File: config.mk
export PLATFORM = sky130hd
export DESIGN_NAME = imem_loader
export DESIGN_NICKNAME = d
export VERILOG_FILES = /design/src/rtl/imem_loader.sv
export SDC_FILE = /design/constraint.sdc
export NUM_CORES = 1
export LEC_CHECK = 0
export CORE_UTILIZATION = 42
export DETAILED_ROUTE_END_ITERATION = 8
export PLACE_DENSITY = 0.81
export REMOVE_ABC_BUFFERS = 1
export SLEW_MARGIN = 40
export SYNTH_ARGS = -nofsm -noshare
export SYNTH_HDL_FRONTEND = slang
export SYNTH_SLANG_ARGS = --single-unit
File: constraint.sdc
create_clock -name clk -period 2.8 [get_ports clk]
set_input_delay 0.42 -clock clk [delete_from_list [all_inputs] [get_ports clk]]
set_output_delay 0.42 -clock clk [all_outputs]
set_load 0.05 [all_outputs]
File: src/rtl/imem_loader.sv
// imem_loader: shares the instruction RAM port between CPU fetch and a serial program loader.
// Loads big-endian words from word 0, verifies an 8-bit checksum, then restarts the CPU at 0.
module imem_loader #(
    parameter int ROM_BIT = 7
) (
    input  logic               clk,
    input  logic               reset,
    input  logic               load_req,
    input  logic               rx_valid,
    input  logic [7:0]         rx_data,
    output logic               rx_ready,
    input  logic [31:0]        cpu_addr,
    output logic [31:0]        instruction,
    output logic               cpu_hold,
    output logic               cpu_restart,
    output logic [ROM_BIT-1:0] mem_addr,
    output logic [31:0]        mem_wdata,
    output logic               mem_we,
    input  logic [31:0]        mem_rdata,
    output logic               busy,
    output logic               done,
    output logic               err
);
    localparam int CW = ROM_BIT + 1;
    localparam int ROM_SIZE = 1 << ROM_BIT;

    typedef enum logic [2:0] {RUN, HDR, DATA, WRITE, CHK, ERR} state_t;

    state_t        state, state_nx;
    logic [CW-1:0] wcnt, n, wcnt_inc;
    logic [1:0]    bidx;
    logic [7:0]    csum;
    logic [31:0]   word;
    logic          done_q, acc, hdr_bad, start, unused;

    assign acc      = rx_valid && rx_ready;
    assign hdr_bad  = rx_data == 8'd0 || 32'(rx_data) > ROM_SIZE;
    assign start    = load_req && (state == RUN || state == ERR);
    assign wcnt_inc = wcnt + CW'(1);
    assign unused   = ^{cpu_addr[31:ROM_BIT+2], cpu_addr[1:0]};

    assign busy        = state == HDR || state == DATA || state == WRITE || state == CHK;
    assign err         = state == ERR;
    assign done        = done_q;
    assign cpu_restart = done_q;
    assign mem_wdata   = word;

    always_ff @(posedge clk or posedge reset) begin
        if (reset) state <= RUN;
        else       state <= state_nx;
    end

    always_comb begin
        state_nx    = state;
        rx_ready    = 1'b0;
        mem_we      = 1'b0;
        cpu_hold    = state != RUN;
        instruction = state == RUN ? mem_rdata : 32'h0;
        mem_addr    = state == RUN ? cpu_addr[ROM_BIT+1:2] : state == ERR ? '0 : wcnt[ROM_BIT-1:0];
        case (state)
            RUN:   if (load_req) state_nx = HDR;
            HDR: begin
                rx_ready = 1'b1;
                if (rx_valid) state_nx = hdr_bad ? ERR : DATA;
            end
            DATA: begin
                rx_ready = 1'b1;
                if (rx_valid && bidx == 2'd3) state_nx = WRITE;
            end
            WRITE: begin
                mem_we   = 1'b1;
                state_nx = wcnt_inc == n ? CHK : DATA;
            end
            CHK: begin
                rx_ready = 1'b1;
                if (rx_valid) state_nx = rx_data == csum ? RUN : ERR;
            end
            ERR:   if (load_req) state_nx = HDR;
            default: state_nx = RUN;
        endcase
    end

    // byte index wraps to 0 on the 4th byte, so WRITE returns to DATA ready for the next word
    always_ff @(posedge clk or posedge reset) begin
        if (reset) begin
            wcnt   <= '0;
            n      <= '0;
            bidx   <= '0;
            csum   <= '0;
            word   <= '0;
            done_q <= 1'b0;
        end else begin
            done_q <= state == CHK && acc && rx_data == csum;
            if (start) begin
                wcnt <= '0;
                bidx <= '0;
                csum <= '0;
            end
            if (state == HDR && acc && !hdr_bad) n <= CW'(rx_data);
            if (state == DATA && acc) begin
                word <= {word[23:0], rx_data};
                csum <= csum + rx_data;
                bidx <= bidx + 2'd1;
            end
            if (state == WRITE) wcnt <= wcnt_inc;
        end
    end
endmodule

# == Yosys cells after proc, flatten, opt, wreduce, memory -nomap -nowiden ==
# Index checks and enable logic that the tools add are counted.
# W data, S select, Z words.
# classes
reduce_logical,22
n_addsub,3
mux,18
n_eq_ne,12
n_lt_le_gt_ge,1
# op_table
operator,count
$mux W32,1
$mux W8,3
$mux W3,7
$eq A8 B8 Y1,2
$pmux W3 S5,1
$mux W7,2
$add A8 B1 Y8 const B,1
$add A8 B8 Y8,1
$gt A8 B8 Y1 const B,1
$logic_and A1 B1 Y1,8
$logic_not A8 Y1,1
$eq A3 B2 Y1 const B,2
$eq A3 B3 Y1 const B,2
$logic_or A1 B1 Y1,5
$mux W2,2
$ne A2 B1 Y1 const B,2
$ne A2 B2 Y1 const B,2
$reduce_and A4 Y1,1
$reduce_bool A2 Y1,2
$eq A3 B1 Y1 const B,1
$logic_not A3 Y1,1
$reduce_bool A3 Y1,1
$reduce_or A3 Y1,1
$add A2 B1 Y2 const B,1
4 further kinds,5
# totals
reg_bits,62
wordCells,63

# == Logic depth before layout (Yosys ltp) ==
# Gate-level depths: netlist of run 1.
# depth
depth_word,6
mapped_depth,8
depth_no_buf,8

# == Worst setup path before layout of run 1 ==
# Ideal clock, no wire load.
# synth_timing
path_type,flip-flop to output port
startpoint,register state[2]
endpoint,output busy
setup_slack_ps,508
required_time_ps,2380
stages_incl_launch_ff,6
t_arrival_ps,1872
path_cell_list,dfrtp_1 > clkbuf_1 > nand3b_1 > clkbuf_1 > inv_1 > or2_2
# synth_via
elab_chain_len,4
word_cells_on_any_way,7
classes_between,4 x eq/ne; 3 x reduce/logical
# synth_rtl
element,line_no,text
from (decl),29,"state_t state, state_nx;"
from (signal assigned),50,else state <= state_nx;
$eq A3 B1 Y1 / $eq A3 B2 Y1 (equally long branches),42,assign busy = state == HDR || state == DATA || state == WRITE || state == CHK;
$logic_or A1 B1 Y1 (2 in a row),42,
$logic_or A1 B1 Y1 *,42,
to (decl),20,"output logic busy,"
# Every way passes the cells marked *; elsewhere a longest branch is shown, timed or not.

# == Final worst setup path of run 1 ==
# layout_timing
startpoint,register state[0]
endpoint,output mem_addr[6]
# layout_via
elab_chain_len,3
word_cells_on_any_way,4
classes_between,1 x eq/ne; 2 x mux; 1 x reduce/logical
# layout_rtl
element,line_no,text
$eq A3 B3 Y1,59,mem_addr = state == RUN ? cpu_addr[ROM_BIT+1:2] : state == ERR ? '0 : wcnt[ROM_BIT-1:0];
$mux W7,59,
$mux W7 *,59,
to (decl),16,"output logic [ROM_BIT-1:0] mem_addr,"
# Marks and branches as above.

==> flow_summary_export.csv, run 1 <==
group,metric,value,unit
outcome,outcome,"complete, no violations",
detailed_routing,wire_per_inst,16.22,um
flow_run,max_cap_viol_count,0,
global_route,grt_overflow,0,
worst_setup_path,crit_arrival,2220,ps
cts,cts_tree,"done",
power,pwr_density_cell,1216,nW/um^2
global_route,grt_max_degree,63,
logic_synthesis,synth.most_common_cell,"dfrtp_1",
detailed_routing,viasPerCell,5.321,
hold_path,holdCritPathClass,"in -> async",
power,power,6.538,mW
global_route,grt_pass1_vias,2898,
cells_and_area,utilization,68.85,%
logic_synthesis,async_reset_ff_share,100.0,%
logic_synthesis,synth_warnings,0,
worst_setup_path,r2r_start,"wcnt[0]",
place,place_congestion,0.8092,
cts,cts_max_level,3,
detailed_routing,drt-pass1-iter-count,4,
cts,clk_latency,330,ps
worst_setup_path,worstSetupEndpoint,"mem_addr[6]",
floorplan,die-height,92.25,um
global_route,grt.met1_usage,26.02,%
cts,root_buffer,"clkbuf_8",
sta,finalClockSkew,7.856,ps
cells_and_area,final_area,5375,um^2
logic_synthesis,yosysUniqueCellTypes,48,
sta,setup_viol,0,
place,dpl.hpwl,6762,um
floorplan,row_count,32,
global_route,grt-busiest-layer,"met2",
cts,cts_buffer_depth,2,
global_route,grt_first_pass_wirelength,14550,um
sta,finalSetupTns,0,ps
worst_setup_path,worstSetupEndpointType,"output port",
sta,min_period,2639,ps
cells_and_area,drive_above_1_share,25.17,%
floorplan,die_area,8510,um^2
global_route,grtUsageTotal,21.84,%
worst_setup_path,r2r_cells,7,
sta,tightest_slew,602.7,ps
power,p_leak,2.329,nW
cells_and_area,antenna_cells,0,
global_route,grt_use_met3,5.887,%
sta,fin_hold_ws,473.5,ps
floorplan,initial_core_util,43.81,%
sta,fmax,378.9,MHz
sta,slew_headroom,59.82,%
sta,rsz0062_at_grt,"no",
detailed_routing,wl,9002,um
floorplan,fp.dieW,92.25,um
place,portBuffers,128,
power,ir_drop,0.6999,mV
logic_synthesis,ys_top_cells_by_area,"dfrtp_1 (45%), mux2_2 (14%), and2_1 (6.0%)",
cts,cts_sinks,62,
detailed_routing,postRouteAntennaNets,0,
worst_setup_path,regToRegEndpoint,"state[1]",
sta,fin_crit_sh,94.26,%
worst_setup_path,regToRegSetupSlack,500,ps
worst_setup_path,cp.required,2380,ps
worst_setup_path,cp-start-kind,"register",
cts,numCtsBuffers,9,
global_route,grt_antenna_before_repair,0,
sta,finalMaxSlewViolations,0,
logic_synthesis,ys_top_cells_by_count,"dfrtp_1 (62), mux2_2 (42), and2_1 (33)",
logic_synthesis,avgSynthCellArea,10.72,um^2
logic_synthesis,synth-seq-area-share,45.35,%
detailed_routing,route.detailed.drc,0,
global_route,use_met2,37.69,%
detailed_routing,drt_iter0_markers,191,
logic_synthesis,synth_top_area_share,45.35,%
logic_synthesis,ys_ff_latch,62,
logic_synthesis,synth_edf_count,0,
logic_synthesis,synthFlopType,"dfrtp_1",
detailed_routing,num_vias,2953,
sta,hold_viol_final,0,
worst_setup_path,crit_fanout,9,
logic_synthesis,syn_area,3421,um^2
logic_synthesis,post-synth-top-area-cell,"dfrtp_1",
cells_and_area,area_growth,57.13,%
logic_synthesis,syn_inst,319,
floorplan,core-area,7807,um^2
floorplan,ios,154,
worst_setup_path,critPathLaunch,"state[0]",
cells_and_area,num-nets-final,534,
cts,clk_pin_slew_worst_paths,70,ps
place,place_area,5141,um^2
worst_setup_path,criticalPathCategory,"reg -> out",
layer usage:
layer	part of all wire, %	up-vias
met4	1.3	0
met3	6.9	12
met1	40	1424
met2	51	121
met5	0	-
li1	-	1396
area by class of cell:
type	instances	area (um^2)
clock buffers	10	137.6
clock inverters	6	92.59
fillers	576	2432
inverters	6	22.52
multi-input cells	232	1763
flip-flops and latches	62	1553
well taps	102	127.6
repair buffers	137	1679
worst max-delay path: stages (launching register included):
cell and delay, ps:
dfrtp_1 450, buf_4 200, nor2b_1 140, and2_1 200, nor2_1 450, a22o_1 230, buf_4 200
cells in the final DEF, fill, tap and decap left out, types with 5 or more instances in the layout:
cell type	netlist	routed
a21oi_1	11	11
nand3_1	7	7
ha_1	9	9
nand2_1	16	16
clkdlybuf4s50_1	0	88
inv_1	6	5
and2_1	33	33
buf_12	0	34
mux2_2	42	42
buf_4	3	14
o21ai_0	14	14
dfrtp_1	62	61
clkbuf_8	0	10
xor2_1	6	6
a22o_1	16	16
xnor2_1	11	11
nor2_1	15	15
state kept, by name (all words and copies together), names as in the netlist:
| signal | flops |
|---|---|
| mem_wdata | 32 |
| state | 3 |
| bidx | 2 |
| n | 8 |
| wcnt | 8 |
| csum | 8 |
| cpu_restart | 1 |
worst min-delay path by stage:
stage	startpoint	endpoint	slack (ps)	depth (start not counted)
after floorplan	bidx[1]	bidx[1]	470	1
after global placement	bidx[1]	bidx[1]	490	1
after detailed placement	bidx[1]	bidx[1]	490	1
after CTS	reset	mem_wdata[27]	480	3
after global routing	reset	mem_wdata[19]	510	3
final	reset	mem_wdata[19]	470	3
metrics by stage:
step,std cells,setup slack (ps)
3_3_place_gp,539,226.1
2_1_floorplan,300,-515.6
5_1_grt,555,8.315
4_1_cts,555,35.56
6_report,555,160.6
3_5_place_dp,539,201.8
logic make-up (layout without fill, tap and decap cells):
logic type               after synthesis  after routing  share of synthesized area, %
buffers and inverters                 25            159                         3.292
AND/OR/NAND/NOR                       97             97                         15.58
AO/OA/AOI/OAI                         63             63                         12.84
flip-flops                            62             62                         45.35
XOR/XNOR                              17             17                         4.353
multiplexers                          44             44                         14.41
adder cells (fa/ha/maj)               11             11                         4.170
repair_timing:
item | 4_1_cts | 5_1_grt
hold buffers | 0 | 0
endpoints found under the setup margin | 0 | 1
setup buffers | 0 | 0
resized for setup | 0 | 2
power breakdown:
part           internal, mW  switching, mW  total (mW)
logic                  1.67           2.38        4.05
clock network         0.530          0.362       0.892
registers              1.26          0.337        1.60
total                  3.46           3.08        6.54
Note: power is estimated with default switching activity, not from simulation.
==> inputs of run 2 (changes only) <==
--- a/config.mk
+++ b/config.mk
@@ -5,6 +5,7 @@
 export SDC_FILE = /design/constraint.sdc
 export NUM_CORES = 1
 export LEC_CHECK = 0
+export CAP_MARGIN = 5
 export CORE_UTILIZATION = 42
 export DETAILED_ROUTE_END_ITERATION = 8
 export PLACE_DENSITY = 0.81
==> results of run 2 <==
No change in the layout: final DEF, timing and power equal those of run 1.
